File: src/rtl/bus_master_port.sv
// rtl/bus_master_port.sv - master-side serial bus port; optional abort logic under BMP_TIMEOUT_EN
module bus_master_port #(
  parameter int SLAVE_LEN   = 2,
  parameter int ADDR_LEN    = 12,
  parameter int DATA_LEN    = 8,
  parameter int BURST_LEN   = 12,
  parameter int TIMEOUT_CYC = 255
) (
  input  logic                 clk,
  input  logic                 reset,
  input  logic [ADDR_LEN-1:0]  address,
  input  logic [DATA_LEN-1:0]  data,
  input  logic [BURST_LEN-1:0] burst_num,
  input  logic [SLAVE_LEN-1:0] slave_select,
  input  logic [1:0]           instruction,
  output logic                 tx_done,
  output logic                 new_rx,
  output logic                 rx_done,
  output logic [DATA_LEN-1:0]  new_data,
  output logic                 bus_req,
  input  logic                 bus_grant,
  output logic                 m_valid,
  output logic                 m_dout,
  input  logic                 s_ready,
  input  logic                 s_valid,
  input  logic                 s_din,
  output logic                 err
);

  localparam int HDR_LEN = SLAVE_LEN + 1 + ADDR_LEN + BURST_LEN;
  localparam int CNT_MAX = (HDR_LEN > DATA_LEN) ? HDR_LEN : DATA_LEN;
  localparam int CNT_W   = $clog2(CNT_MAX);
  localparam int BEAT_W  = BURST_LEN + 1;
  localparam logic [CNT_W-1:0] HDR_LAST = CNT_W'(HDR_LEN - 1);
  localparam logic [CNT_W-1:0] BIT_LAST = CNT_W'(DATA_LEN - 1);

  typedef enum logic [2:0] {IDLE, REQ, HEADER, WAIT_ACK, WDATA, RDATA, DONE} state_t;

  state_t               state_q, state_d;
  logic                 rw_q, rw_d;
  logic [BEAT_W-1:0]    beats_q, beats_d;
  logic [HDR_LEN-1:0]   hdr_q, hdr_d;
  logic [DATA_LEN-1:0]  sr_q, sr_d;
  logic [CNT_W-1:0]     bit_cnt_q, bit_cnt_d;
  logic [BEAT_W-1:0]    beat_cnt_q, beat_cnt_d;
  logic [DATA_LEN-1:0]  new_data_q, new_data_d;
  logic                 bus_req_q, bus_req_d;
  logic                 m_valid_q, m_valid_d;
  logic                 m_dout_q, m_dout_d;
  logic                 tx_done_q, tx_done_d;
  logic                 new_rx_q, new_rx_d;
  logic                 rx_done_q, rx_done_d;
  logic [BURST_LEN-1:0] hdr_beats;
  logic                 last_beat;

`ifdef BMP_TIMEOUT_EN
  localparam int TO_W = $clog2(TIMEOUT_CYC + 1);
  localparam logic [TO_W-1:0] TO_LAST = TO_W'(TIMEOUT_CYC - 1);
  logic [TO_W-1:0] to_cnt_q, to_cnt_d;
  logic            err_q, err_d;
  logic            stall, grant_lost;
`else
  // TIMEOUT_CYC only matters when the abort logic is built
  logic unused_timeout;
  assign unused_timeout = ^TIMEOUT_CYC;
`endif

  // beats field on the wire is (beats - 1), with 0 requested beats treated as 1
  assign hdr_beats = (burst_num == '0) ? '0 : burst_num - BURST_LEN'(1);
  assign last_beat = (beat_cnt_q == beats_q - BEAT_W'(1));

  // state register
  always_ff @(posedge clk) begin
    if (reset) state_q <= IDLE;
    else       state_q <= state_d;
  end

  // next-state and next-output logic; outputs are registered below
  always_comb begin
    state_d    = state_q;
    rw_d       = rw_q;
    beats_d    = beats_q;
    hdr_d      = hdr_q;
    sr_d       = sr_q;
    bit_cnt_d  = bit_cnt_q;
    beat_cnt_d = beat_cnt_q;
    new_data_d = new_data_q;
    bus_req_d  = bus_req_q;
    m_valid_d  = 1'b0;
    m_dout_d   = 1'b0;
    tx_done_d  = 1'b0;
    new_rx_d   = 1'b0;
    rx_done_d  = 1'b0;
    case (state_q)
      IDLE: begin
        if (instruction[1]) begin
          rw_d       = instruction[0];
          beats_d    = (burst_num == '0) ? BEAT_W'(1) : {1'b0, burst_num};
          hdr_d      = {slave_select, instruction[0], address, hdr_beats};
          bit_cnt_d  = '0;
          beat_cnt_d = '0;
          bus_req_d  = 1'b1;
          state_d    = REQ;
        end
      end
      REQ: begin
        if (bus_grant) begin
          m_valid_d = 1'b1;
          m_dout_d  = hdr_q[HDR_LEN-1];
          hdr_d     = hdr_q << 1;
          bit_cnt_d = '0;
          state_d   = HEADER;
        end
      end
      HEADER: begin
        if (bit_cnt_q == HDR_LAST) begin
          state_d = WAIT_ACK;
        end else begin
          m_valid_d = 1'b1;
          m_dout_d  = hdr_q[HDR_LEN-1];
          hdr_d     = hdr_q << 1;
          bit_cnt_d = bit_cnt_q + CNT_W'(1);
        end
      end
      WAIT_ACK: begin
        if (s_ready) begin
          bit_cnt_d  = '0;
          beat_cnt_d = '0;
          if (rw_q) begin
            state_d = RDATA;
          end else begin
            m_valid_d = 1'b1;
            m_dout_d  = data[DATA_LEN-1];
            sr_d      = {data[DATA_LEN-2:0], 1'b0};
            state_d   = WDATA;
          end
        end
      end
      WDATA: begin
        if (bit_cnt_q == BIT_LAST) begin
          if (last_beat) begin
            tx_done_d = 1'b1;
            bus_req_d = 1'b0;
            state_d   = DONE;
          end else begin
            // next beat starts immediately with a fresh sample of data
            beat_cnt_d = beat_cnt_q + BEAT_W'(1);
            bit_cnt_d  = '0;
            m_valid_d  = 1'b1;
            m_dout_d   = data[DATA_LEN-1];
            sr_d       = {data[DATA_LEN-2:0], 1'b0};
          end
        end else begin
          m_valid_d = 1'b1;
          m_dout_d  = sr_q[DATA_LEN-1];
          sr_d      = sr_q << 1;
          bit_cnt_d = bit_cnt_q + CNT_W'(1);
        end
      end
      RDATA: begin
        if (s_valid) begin
          sr_d = {sr_q[DATA_LEN-2:0], s_din};
          if (bit_cnt_q == BIT_LAST) begin
            new_data_d = {sr_q[DATA_LEN-2:0], s_din};
            new_rx_d   = 1'b1;
            bit_cnt_d  = '0;
            beat_cnt_d = beat_cnt_q + BEAT_W'(1);
            if (last_beat) begin
              rx_done_d = 1'b1;
              bus_req_d = 1'b0;
              state_d   = DONE;
            end
          end else begin
            bit_cnt_d = bit_cnt_q + CNT_W'(1);
          end
        end
      end
      DONE: begin
        bus_req_d = 1'b0;
        if (!instruction[1]) state_d = IDLE;
      end
      default: state_d = IDLE;
    endcase
`ifdef BMP_TIMEOUT_EN
    err_d      = 1'b0;
    to_cnt_d   = '0;
    stall      = ((state_q == REQ) && !bus_grant) ||
                 ((state_q == WAIT_ACK) && !s_ready) ||
                 ((state_q == RDATA) && !s_valid);
    grant_lost = !bus_grant && ((state_q == HEADER) || (state_q == WAIT_ACK) ||
                                (state_q == WDATA) || (state_q == RDATA));
    if (stall) to_cnt_d = to_cnt_q + TO_W'(1);
    // abort overrides whatever the state machine decided this cycle
    if (grant_lost || (stall && (to_cnt_q == TO_LAST))) begin
      state_d    = DONE;
      bus_req_d  = 1'b0;
      m_valid_d  = 1'b0;
      m_dout_d   = 1'b0;
      tx_done_d  = 1'b0;
      new_rx_d   = 1'b0;
      rx_done_d  = 1'b0;
      new_data_d = new_data_q;
      err_d      = 1'b1;
      to_cnt_d   = '0;
    end
`endif
  end

  // datapath and registered outputs
  always_ff @(posedge clk) begin
    if (reset) begin
      rw_q       <= 1'b0;
      beats_q    <= '0;
      hdr_q      <= '0;
      sr_q       <= '0;
      bit_cnt_q  <= '0;
      beat_cnt_q <= '0;
      new_data_q <= '0;
      bus_req_q  <= 1'b0;
      m_valid_q  <= 1'b0;
      m_dout_q   <= 1'b0;
      tx_done_q  <= 1'b0;
      new_rx_q   <= 1'b0;
      rx_done_q  <= 1'b0;
    end else begin
      rw_q       <= rw_d;
      beats_q    <= beats_d;
      hdr_q      <= hdr_d;
      sr_q       <= sr_d;
      bit_cnt_q  <= bit_cnt_d;
      beat_cnt_q <= beat_cnt_d;
      new_data_q <= new_data_d;
      bus_req_q  <= bus_req_d;
      m_valid_q  <= m_valid_d;
      m_dout_q   <= m_dout_d;
      tx_done_q  <= tx_done_d;
      new_rx_q   <= new_rx_d;
      rx_done_q  <= rx_done_d;
    end
  end

`ifdef BMP_TIMEOUT_EN
  // stall counter and abort pulse
  always_ff @(posedge clk) begin
    if (reset) begin
      to_cnt_q <= '0;
      err_q    <= 1'b0;
    end else begin
      to_cnt_q <= to_cnt_d;
      err_q    <= err_d;
    end
  end
  assign err = err_q;
`else
  assign err = 1'b0;
`endif

  assign bus_req  = bus_req_q;
  assign m_valid  = m_valid_q;
  assign m_dout   = m_dout_q;
  assign tx_done  = tx_done_q;
  assign new_rx   = new_rx_q;
  assign rx_done  = rx_done_q;
  assign new_data = new_data_q;

endmodule

File: config.mk
export PLATFORM = sky130hd
export DESIGN_NAME = bus_master_port
export DESIGN_NICKNAME = d
export VERILOG_FILES = /design/src/rtl/bus_master_port.sv
export SDC_FILE = /design/constraint.sdc
export NUM_CORES = 1
export LEC_CHECK = 0
export CAP_MARGIN = 30
export CORE_UTILIZATION = 50
export DETAILED_ROUTE_END_ITERATION = 8
export HOLD_SLACK_MARGIN = 0.1
export PLACE_DENSITY = 0.81
export SLEW_MARGIN = 20
export SYNTH_ARGS = -nofsm -noshare
export SYNTH_HDL_FRONTEND = slang
export SYNTH_SLANG_ARGS = --single-unit
File: constraint.sdc
create_clock -name clk -period 3.1 [get_ports clk]
set_input_delay 0.465 -clock clk [delete_from_list [all_inputs] [get_ports clk]]
set_output_delay 0.465 -clock clk [all_outputs]
set_load 0.05 [all_outputs]
### Word-level counts from Yosys, hierarchy flattened

Index checks and enable logic that the tools add are counted.
W data, S select, Z words.

| word-level totals | value |
|---|---|
| output and inout bits | 15 |
| register bits | 84 |

| operators by class | value |
|---|---|
| bitwise gates (word level) | 3 |
| mux-type cells | 60 |
| add/subtract/negate cells | 4 |
| equality and inequality tests | 21 |
| reductions and logical operators | 17 |

Operator list:

| kind | count |
|---|---|
| $mux W27 | 3 |
| $pmux W27 S3 | 1 |
| $mux W13 | 6 |
| $pmux W13 S4 | 1 |
| $mux W5 | 8 |
| $mux W8 | 5 |
| $pmux W5 S6 | 1 |
| $mux W12 | 2 |
| $mux W3 | 8 |
| $pmux W8 S3 | 1 |
| $ne A2 B2 Y1 const B | 11 |
| $pmux W3 S7 | 1 |
| $mux W1 | 20 |
| $reduce_and A7 Y1 | 2 |
| $add A13 B1 Y13 const B | 1 |
| $eq A13 B13 Y1 | 1 |
| $sub A13 B1 Y13 const B | 1 |
| $logic_not A12 Y1 | 1 |
| $pmux W1 S4 | 3 |
| $sub A12 B1 Y12 const B | 1 |
| $eq A3 B3 Y1 const B | 3 |
| $reduce_bool A4 Y1 | 2 |
| $eq A3 B2 Y1 const B | 2 |
| $reduce_and A3 Y1 | 2 |
| 15 further kinds | 18 |

### Logic depth before layout (Yosys ltp)

Gate-level depths: netlist of the first run.

| logic depth | value |
|---|---|
| depth after elaboration | 6 |
| depth in mapped cells | 12 |
| gate-level depth less buffers | 10 |

### Least setup slack after synthesis of the first run

No wires, ideal clock.

| timing path | value |
|---|---|
| path kind | flip-flop to flip-flop |
| from | reg beats_q[3] |
| to | reg sr_q[0] |
| library setup time | 0.128 ns |
| arrival time | 3.112 ns |
| buffers on the path | 2 |
| path slack | -0.140 ns |
| stages on the path, launching flop included | 10 |
| cell sequence | dfxtp_1 buf_6 or4_1 buf_2 or4_4 a2111oi_4 or3b_1 o311ai_4 mux2i_1 nor2_1 |

| on the way | value |
|---|---|
| word-level cells in the longest chain between the ends | 4 |

Ends and longest elaborated chain:

| item | RTL line | text |
|---|---|---|
| from (decl) | 41 | `logic [BEAT_W-1:0] beats_q, beats_d;` |
| from (signal assigned) | 227 | `beats_q <= beats_d;` |
| $sub A13 B1 Y13 | 70 | `assign last_beat = (beat_cnt_q == beats_q - BEAT_W'(1));` |
| $eq A13 B13 Y1 | 70 |  |
| $ne A3 B3 Y1 (no line) | -- |  |
| $reduce_and A5 Y1 (no line) | -- |  |
| to (signal assigned) | 229 | `sr_q <= sr_d;` |
| to (decl) | 43 | `logic [DATA_LEN-1:0] sr_q, sr_d;` |

No other way between the ends.
A chain may end at the register's enable or synchronous reset.

### Final worst setup path of the first run

| timing path | value |
|---|---|
| from | reg beats_q[8] |
| to | reg sr_q[1] |

Same word-level chain as after synthesis.

==> out/results.tsv, run 1 <==
stage	metric	value	unit
run_status	status	finished with violations	
run_status	violations	negative setup slack	
cells_and_area	layout.nets	667	
clock_network	clockBufferDepth	2	
floorplanning	io_pins	57	
setup_path	cp.buffers_inverters	1	
setup_path	max_stage_delay	0.54	ns
floorplanning	rows	34	
placement	place_congestion	0.8806	
power_and_ir_drop	max-vdd-ir-drop	338.2	uV
timing	rsz0062_at_grt	yes	
grt	grt_overflow	0	
setup_path	crit_required	3.34	ns
grt	grt_max_degree	38	
yosys	synth.most_common_cell	dfxtp_1	
hold_path	min_path_type	flop to flop	
setup_path	crit_top_cell	or4_4	
setup_path	path_class	flop to flop	
setup_path	start_kind	flop	
setup_path	path_cells	or4_4, or4_4, a2111oi_4, or3b_4, o311ai_4, buf_12, mux2i_2, nor2_1	
cells_and_area	final_util	0.6428	
yosys	yosys-top-cells-area	dfxtp_1 36%, mux2i_1 6.8%, nor2_1 5.8%	
yosys	synth_cells	560	
timing	fin_crit_sh	1.003	
floorplanning	core_area	0.008763	mm^2
setup_path	crit_family	simple AND/OR/NAND/NOR gates	
clock_network	clk_latency	0.36	ns
yosys	yosysWarningCount	0	
clock_network	numCtsBuffers	9	
yosys	synth_top_cells_by_count	83 x dfxtp_1, 70 x nor2_1, 53 x nand2_1	
cells_and_area	drive_gt1_frac	0.1344	
floorplanning	dieHeight	97.60	um
route	drc	0	
clock_network	postCtsHoldBufs	0	
setup_path	end_kind	flop	
yosys	synth_edf_count	0	
yosys	synth.distinct_cells	63	
clock_network	clock-root-buffer	clkbuf_8	
timing	fin_hold_ws	0.4956	ns
floorplanning	initial_core_util	0.5214	
floorplanning	die_w	97.60	um
route	drt_iter0_markers	171	
placement	post-dp-hpwl	8187	um
yosys	syn_avg_cell_area	8.160	um^2
timing	clock_skew	0.01073	ns
yosys	synth_nets	607	
clock_network	clk_pin_slew	0.09	ns
job	drv_cap	0	
clock_network	cts_setup_buffers	0	
timing	max_freq	321.5	MHz
cells_and_area	area_growth	23.27	%
yosys	yosysSeqAreaShare	0.3636	
route	vias_per_cell	5.838	
yosys	synth.largest_area_cell	dfxtp_1	
cells_and_area	final_cells	733	
clock_network	htree_levels	3	
yosys	async_flop_share	0	
grt	antenna_found_initial	0	
timing	max_slew_margin	0.5529	
power_and_ir_drop	powerDensity	569.7	mW/mm^2
timing	hold_viol_final	0	
timing	setup_viol	1	
cells_and_area	antenna_cells	0	
route	wl_per_cell	15.53	um
setup_path	crit_fanout	8	
placement	portBuffers	55	
yosys	yosys_most_used_dff	dfxtp_1	
clock_network	numClockSinks	83	
power_and_ir_drop	p_leak	2.107	nW
floorplanning	fp.dieArea	0.009525	mm^2
yosys	synth_top_area_share	0.3636	
route	ant_nets	0	
grt	track_usage	0.2332	
placement	dp_cells	716	
setup_path	worst_path_max_delay_cell	or4_4	
timing	tightest_slew	0.6682	ns
grt	grt_pass1_wl	18310	um
timing	slew_violations	0	
cells_and_area	fillCellCount	731	
timing	finalCriticalPeriod	3.110	ns
timing	fin_ws	-0.01019	ns
route	dr_total_vias	4279	
cells_and_area	register_area	0.001664	mm^2
route	routed_wl	11380	um
cells_and_area	multi_input_area	0.002789	mm^2
route	first_pass_iters	5	
yosys	synth-seq-cells	83	
clock_network	cts_tree	yes	
setup_path	worstPathArrival	3.35	ns
grt	grt_pass1_vias	4014	
yosys	syn-cell-area	0.004569	mm^2
## metrics by stage
| step | total power [W] | setup slack [ns] | setup TNS (ns) | instance area [um^2] |
|---|---|---|---|---|
| global route | 0.003398 | -0.1173 | -0.6870 | 5633 |
| global placement | 0.002314 | 0.07892 | 0 | 5343 |
| floorplan | 0.002081 | 0.03127 | 0 | 4584 |
| detailed placement | 0.002356 | -0.004911 | -0.004911 | 5343 |
| CTS | 0.003175 | 0.0001272 | 0 | 5558 |
| finish | 0.003209 | -0.01019 | -0.01019 | 5633 |
## flip-flops by register name, indices dropped and copies added (netlist names)
register    flops
m_valid         1
beat_cnt_q     13
beats_q        12
bus_req         1
new_data        8
tx_done         1
sr_q            8
bit_cnt_q       5
rw_q            1
rx_done         1
hdr_q          27
state_q         3
m_dout          1
new_rx          1
## power by group
| group | switching, W | total (W) | leakage [nW] | internal (W) |
|---|---|---|---|---|
| clock | 0.000431 | 0.000819 | 0.107 | 0.000388 |
| sequential | 0.000102 | 0.00131 | 0.679 | 0.00120 |
| combinational | 0.000615 | 0.00108 | 1.32 | 0.000469 |
| total | 0.00115 | 0.00321 | 2.11 | 0.00206 |
## path summary, 6_finish.rpt
kind	start	endpoint	slack, ns	depth (start not counted)
setup reg to reg	beats_q[8]	sr_q[1]	-0.01	8
hold reg to reg	beats_q[0]	beats_q[0]	0.50	2
setup / recovery	beats_q[8]	sr_q[1]	-0.01	8
hold / removal	beats_q[0]	beats_q[0]	0.50	2
## final cells by class
class / count / area share
Multi-Input combinational cell: 427 / 0.4951
Sequential cell: 83 / 0.2954
Tap cell: 108 / 0.02399
Clock inverter: 7 / 0.01444
Timing Repair Buffer: 85 / 0.1397
Inverter: 14 / 0.009329
Clock buffer: 9 / 0.02199
## tightest hold or removal path, delay by kind of cell, from the launching register on
family	cells	cell delay [ns]
DFF	1	0.32
AOI/OAI and AO/OA	1	0.06
buffers and inverters	1	0.07
## cell usage in the layout (no fill, tap or decap), types with 3 or more instances in the layout
cell type and n:
nand2_1 53, and2_1 3, a221oi_1 10, mux2i_1 27, clkbuf_8 9, nor2b_1 6, nor4_1 3, buf_4 28
o211ai_1 4, nor2_1 69, inv_6 4, or4_1 6, mux2_2 7, o21ai_0 16, or2_2 5, or3_1 16
mux2i_2 3, nor3_1 22, or4_4 3, ha_1 5, and3_1 7, dfxtp_1 81, o21ai_1 5, xor2_1 13
nand3_1 13, a211oi_1 21, xnor2_1 14, inv_1 14, nand2b_1 10, clkdlybuf4s50_1 54, a21oi_1 35
## routing by layer
metal / track usage / vias to the layer above / wire length [um]
met3: 0.04748 / 22 / 563
met4: 0.07353 / 0 / 182
met5: 0 / - / 0
li1: - / 2122 / -
met2: 0.3938 / 132 / 5588
met1: 0.2974 / 2003 / 5047
## cell families after synthesis
kind of cell               share of synthesized area
xor gates and xnor gates                     0.05175
DFF                                           0.3636
AOI/OAI and AO/OA                             0.1835
adders and majority gates                    0.01369
other                                      0.0008207
and+or+nand+nor                               0.2566
muxes                                        0.08516
buffers and inverters                        0.04491
## repair_timing
item,in CTS,in global routing
endpoints found under the setup margin,1,25
cloned,0,1
pin swaps,3,8
resized for setup,2,18
No activity file was read; power rests on OpenSTA's default activity.
==> run 2: changes to the inputs <==
--- a/config.mk
+++ b/config.mk
@@ -9,7 +9,7 @@
 export CORE_UTILIZATION = 50
 export DETAILED_ROUTE_END_ITERATION = 8
 export HOLD_SLACK_MARGIN = 0.1
-export PLACE_DENSITY = 0.81
+export PLACE_DENSITY = 0.73
 export SLEW_MARGIN = 20
 export SYNTH_ARGS = -nofsm -noshare
 export SYNTH_HDL_FRONTEND = slang
==> out/results.tsv, run 2 (synthesis gave the netlist of run 1 again) <==
stage	metric	value	unit
route	drt_iter0_markers	185	
clock_network	cts_tree	yes	
hold_path	min_path_type	flop to flop	
cells_and_area	antenna_cells	0	
cells_and_area	drive_gt1_frac	0.1308	
setup_path	crit_top_cell	or4_4	
placement	pre_cts_slack	-0.09621	ns
route	drc	0	
setup_path	worst_path_max_delay_cell	or4_4	
power_and_ir_drop	p_leak	2.141	nW
clock_network	clock-root-buffer	clkbuf_8	
timing	max_freq	319.5	MHz
floorplanning	dieHeight	97.60	um
timing	fin_ws	-0.02990	ns
power_and_ir_drop	powerDensity	571.9	mW/mm^2
job	drv_cap	0	
route	vias_per_cell	5.848	
grt	grt_pass1_vias	4099	
placement	portBuffers	55	
clock_network	clk_latency	0.36	ns
placement	post-dp-hpwl	7960	um
cells_and_area	regMostFlops	hdr_q	
floorplanning	io_pins	57	
timing	rsz0062_at_grt	yes	
grt	grt_overflow	0	
timing	fin_crit_sh	1.010	
floorplanning	initial_core_util	0.5214	
grt	antenna_found_initial	0	
clock_network	clockBufferDepth	2	
cells_and_area	reg_top3	hdr_q (27), beat_cnt_q (13), beats_q (12)	
placement	place_congestion	0.8952	
cells_and_area	largest_reg_flops	27	
cells_and_area	final_common_cell	dfxtp_1	
cells_and_area	fillCellCount	751	
setup_path	path_class	flop to flop	
timing	setup_viol	2	
run_status	status	finished with violations	
timing	hold_viol_final	0	
timing	tns	-0.03501	ns
route	ant_nets	0	
timing	finalCriticalPeriod	3.130	ns
floorplanning	rows	34	
setup_path	start_kind	flop	
clock_network	numClockSinks	83	
route	first_pass_iters	4	
setup_path	crit_required	3.33	ns
clock_network	numCtsBuffers	9	
grt	track_usage	0.2398	
floorplanning	die_w	97.60	um
grt	grt_pass1_wl	19170	um
clock_network	htree_levels	3	
power_and_ir_drop	max-vdd-ir-drop	363.6	uV
clock_network	clk_pin_slew	0.09	ns
route	dr_total_vias	4298	
setup_path	path_cells	or4_4, or4_4, a2111oi_4, buf_4, or3b_4, o311ai_4, buf_12, mux2i_1, nor2_1	
timing	clock_skew	0.01452	ns
floorplanning	fp.dieArea	0.009525	mm^2
floorplanning	core_area	0.008763	mm^2
cells_and_area	layout.nets	669	
timing	max_slew_margin	0.5031	
cells_and_area	area_growth	23.27	%
setup_path	crit_fanout	8	
route	routed_wl	11250	um
route	wl_per_cell	15.30	um
setup_path	end_kind	flop	
setup_path	max_stage_delay	0.54	ns
timing	tightest_slew	0.7426	ns
setup_path	worstPathArrival	3.36	ns
clock_network	postCtsHoldBufs	0	
timing	slew_violations	0	
grt	grt_max_degree	48	
run_status	violations	negative setup slack	
cells_and_area	final_cell_mix	82 x dfxtp_1, 69 x nor2_1, 54 x clkdlybuf4s50_1, 53 x nand2_1, 34 x a21oi_1	
run 2: changes by cell type in the layout (fill, tap and decap cells not counted), moves of 2 or more:
cell,before,now
buf_4,28,30
clkinvlp_4,0,2
inv_6,4,2
mux2i_1,27,31
mux2i_2,3,0
nor4b_2,2,0
nor4b_4,0,2
run 2: layer usage:
metal	up-vias	share of wire	track usage
met5	-	0	0
met3	15	0.036	0.04964
li1	2126	-	-
met1	2070	0.47	0.3175
met2	87	0.48	0.3900
met4	0	0.013	0.07579
run 2: final timing paths:
kind,slack [ns],startpoint,cells after the start,end
setup reg to reg,-0.03,beats_q[2],9,sr_q[4]
hold / removal,0.50,beats_q[10],2,beats_q[10]
hold reg to reg,0.50,beats_q[10],2,beats_q[10]
setup / recovery,-0.03,beats_q[2],9,sr_q[4]
run 2: area by class of cell:
class	instances	area, um^2	share of cell area
inverters	14	52.55	0.009329
well taps	108	135.1	0.02399
flip-flops and latches	83	1663	0.2952
repair buffers	87	802.0	0.1424
multi-input cells	427	2774	0.4924
clock inverters	7	82.58	0.01466
clock buffers	9	123.9	0.02199
run 2: worst max-delay path, delay by kind of cell, from the launching register on:
family                 cells  cell delay, ns
AND/OR/NAND/NOR            4            1.52
flip-flops                 1            0.32
buffers and inverters      2            0.34
AO/OA/AOI/OAI              2            0.63
multiplexers               1            0.20
run 2: report_power, final:
group          internal [W]  leakage, nW  switching (W)
logic              0.000476         1.36       0.000623
clock network      0.000385       0.0984       0.000430
registers           0.00120        0.679       0.000103
total               0.00206         2.14        0.00116
run 2: metrics by stage:
step | cell area (um^2) | total power, W | util | std cells | hold slack [ns]
floorplan | 4584 | 0.002081 | - | 560 | 0.4506
finish | 5633 | 0.003221 | 0.6428 | 735 | 0.5004
global route | 5633 | 0.003418 | 0.6428 | 735 | 0.5238
global placement | 5335 | 0.002347 | 0.6088 | 715 | 0.4710
detailed placement | 5335 | 0.002381 | 0.6088 | 715 | 0.4846
CTS | 5549 | 0.003196 | 0.6332 | 731 | 0.5004
run 2: repair_timing:
item | in CTS | in global routing
cloned | 0 | 0
setup buffers | 0 | 4
pin swaps | 0 | 3
gates resized for setup | 2 | 11
endpoints found under the setup margin | 4 | 30
==> run 3: changes to the inputs <==
--- a/config.mk
+++ b/config.mk
@@ -6,10 +6,11 @@
 export NUM_CORES = 1
 export LEC_CHECK = 0
 export CAP_MARGIN = 30
-export CORE_UTILIZATION = 50
+export CORE_MARGIN = 3
+export CORE_UTILIZATION = 60
 export DETAILED_ROUTE_END_ITERATION = 8
 export HOLD_SLACK_MARGIN = 0.1
-export PLACE_DENSITY = 0.73
+export PLACE_DENSITY = 0.82
 export SLEW_MARGIN = 20
 export SYNTH_ARGS = -nofsm -noshare
 export SYNTH_HDL_FRONTEND = slang
==> constraint.sdc (replaced) <==
create_clock -name clk -period 3.9 [get_ports clk]
set_input_delay 0.585 -clock clk [delete_from_list [all_inputs] [get_ports clk]]
set_output_delay 0.585 -clock clk [all_outputs]
set_load 0.05 [all_outputs]
==> out/results.tsv, run 3 (synthesis gave the netlist of run 1 again) <==
stage	metric	value	unit
placement	placed_cell_area	0.005130	mm^2
grt	grt_pass1_wl	17900	um
clock_network	cts_tree	yes	
floorplanning	rows	31	
floorplanning	io_pins	57	
setup_path	crit_required	4.13	ns
route	drt_iter0_markers	241	
setup_path	start_kind	flop	
route	drc	0	
grt	grt_pass1_vias	3905	
timing	slew_violations	0	
placement	place_congestion	0.8984	
cells_and_area	reg_top3	hdr_q (27), beat_cnt_q (13), beats_q (12)	
timing	fin_crit_sh	0.9270	
cells_and_area	layout.nets	643	
clock_network	numCtsBuffers	9	
floorplanning	die_w	93.27	um
run_status	status	completed	
cells_and_area	final_cells	700	
cells_and_area	final_common_cell	dfxtp_1	
clock_network	clk_pin_slew	0.09	ns
cells_and_area	register_area	0.001662	mm^2
cells_and_area	antenna_cells	0	
route	routed_wl	10720	um
timing	max_freq	276.6	MHz
placement	portBuffers	55	
clock_network	numClockSinks	83	
power_and_ir_drop	p_leak	1.989	nW
setup_path	crit_fanout	9	
placement	dp_cells	683	
setup_path	worst_path_max_delay_cell	o311ai_4	
timing	max_slew_margin	0.3786	
timing	tns	0	ns
grt	grt_overflow	0	
clock_network	clk_latency	0.37	ns
setup_path	max_stage_delay	0.61	ns
clock_network	htree_levels	3	
clock_network	clock-root-buffer	clkbuf_8	
setup_path	worstPathArrival	3.85	ns
cells_and_area	area_growth	17.00	%
cells_and_area	regMostFlops	hdr_q	
setup_path	end_kind	flop	
power_and_ir_drop	max-vdd-ir-drop	397.8	uV
setup_path	path_class	flop to flop	
grt	track_usage	0.2534	
route	vias_per_cell	6.033	
route	dr_total_vias	4223	
hold_path	min_path_type	flop to flop	
setup_path	crit_top_cell	nor2_1	
cells_and_area	multi_input_area	0.002710	mm^2
cells_and_area	design_area	0.005346	mm^2
timing	clock_skew	0.008704	ns
timing	setup_viol	0	
placement	pre_cts_slack	0.2291	ns
timing	fin_ws	0.2847	ns
grt	antenna_found_initial	0	
cells_and_area	largest_reg_flops	27	
cells_and_area	drive_gt1_frac	0.07654	
timing	fin_hold_ws	0.4996	ns
route	wl_per_cell	15.32	um
job	drv_cap	0	
route	first_pass_iters	6	
timing	finalCriticalPeriod	3.615	ns
grt	grt_max_degree	73	
floorplanning	core_area	0.007331	mm^2
power_and_ir_drop	powerDensity	463.6	mW/mm^2
placement	post-dp-hpwl	7604	um
timing	hold_viol_final	0	
clock_network	clockBufferDepth	2	
timing	tightest_slew	0.9205	ns
floorplanning	dieHeight	93.27	um
timing	rsz0062_at_grt	no	
route	ant_nets	0	
floorplanning	fp.dieArea	0.008698	mm^2
cells_and_area	final_cell_mix	83 x dfxtp_1, 69 x nor2_1, 54 x clkdlybuf4s50_1, 53 x nand2_1, 37 x a21oi_1	
clock_network	postCtsHoldBufs	0	
cells_and_area	fillCellCount	573	
floorplanning	initial_core_util	0.6233	
setup_path	r2r_slack	0.28	ns
setup_path	path_cells	inv_1, ha_1, or3b_2, a2111oi_0, a311o_1, nor2_1, or3b_1, o311ai_4, mux2i_1, nor2_1	
==> run 3: cell types whose count changed in the layout (fill, tap and decap cells not counted), sizes merged <==
cell / change
inv: -1
clkinvlp: -2
clkbuf: +1
buf: -26
clkinv: +2
==> run 3: final cells by class <==
class | count | area share
Sequential cell | 83 | 0.3108
Multi-Input combinational cell | 427 | 0.5069
Clock inverter | 6 | 0.01357
Timing Repair Buffer | 61 | 0.1100
Clock buffer | 10 | 0.02574
Tap cell | 99 | 0.02317
Inverter | 14 | 0.009829
==> run 3: path summary, 6_finish.rpt <==
path / from / end / depth (start not counted)
setup / recovery: beats_q[0] / sr_q[4] / 10
setup reg to reg: beats_q[0] / sr_q[4] / 10
hold reg to reg: new_data[4] / new_data[4] / 2
hold / removal: new_data[4] / new_data[4] / 2
==> run 3: where the power goes <==
group | total [W] | internal (W) | switching (W)
logic | 0.000764 | 0.000324 | 0.000440
clock network | 0.000656 | 0.000321 | 0.000335
registers | 0.00106 | 0.000957 | 0.000102
==> run 3: metal layers <==
metal  global-route usage  wire length (um)  up-vias
li1                     -                 -     2082
met1               0.3337              4877     1987
met2               0.4092              5084      134
met3              0.05712               555       20
met4              0.08547               206        0
met5                    0                 0        -
==> run 3: stage by stage <==
stage | util | total power [W]
after global routing | 0.7293 | 0.002623
final | 0.7293 | 0.002479
after floorplan | - | 0.001645
after CTS | 0.7285 | 0.002487
after detailed placement | 0.6998 | 0.001831
after global placement | 0.6998 | 0.001806
==> run 3: critical path, delay by kind of cell (launching register included) <==
kind / cells / cell delay (ns)
AOI/OAI and AO/OA: 3 / 1.27
and+or+nand+nor: 4 / 1.03
DFF: 1 / 0.46
adders and majority gates: 1 / 0.33
muxes: 1 / 0.30
buffers and inverters: 1 / 0.10
==> run 3: what timing repair did <==
item,4_1_cts,5_1_grt
buffers inserted,0,0
endpoints found under the setup margin,0,7
gates resized for setup,0,1
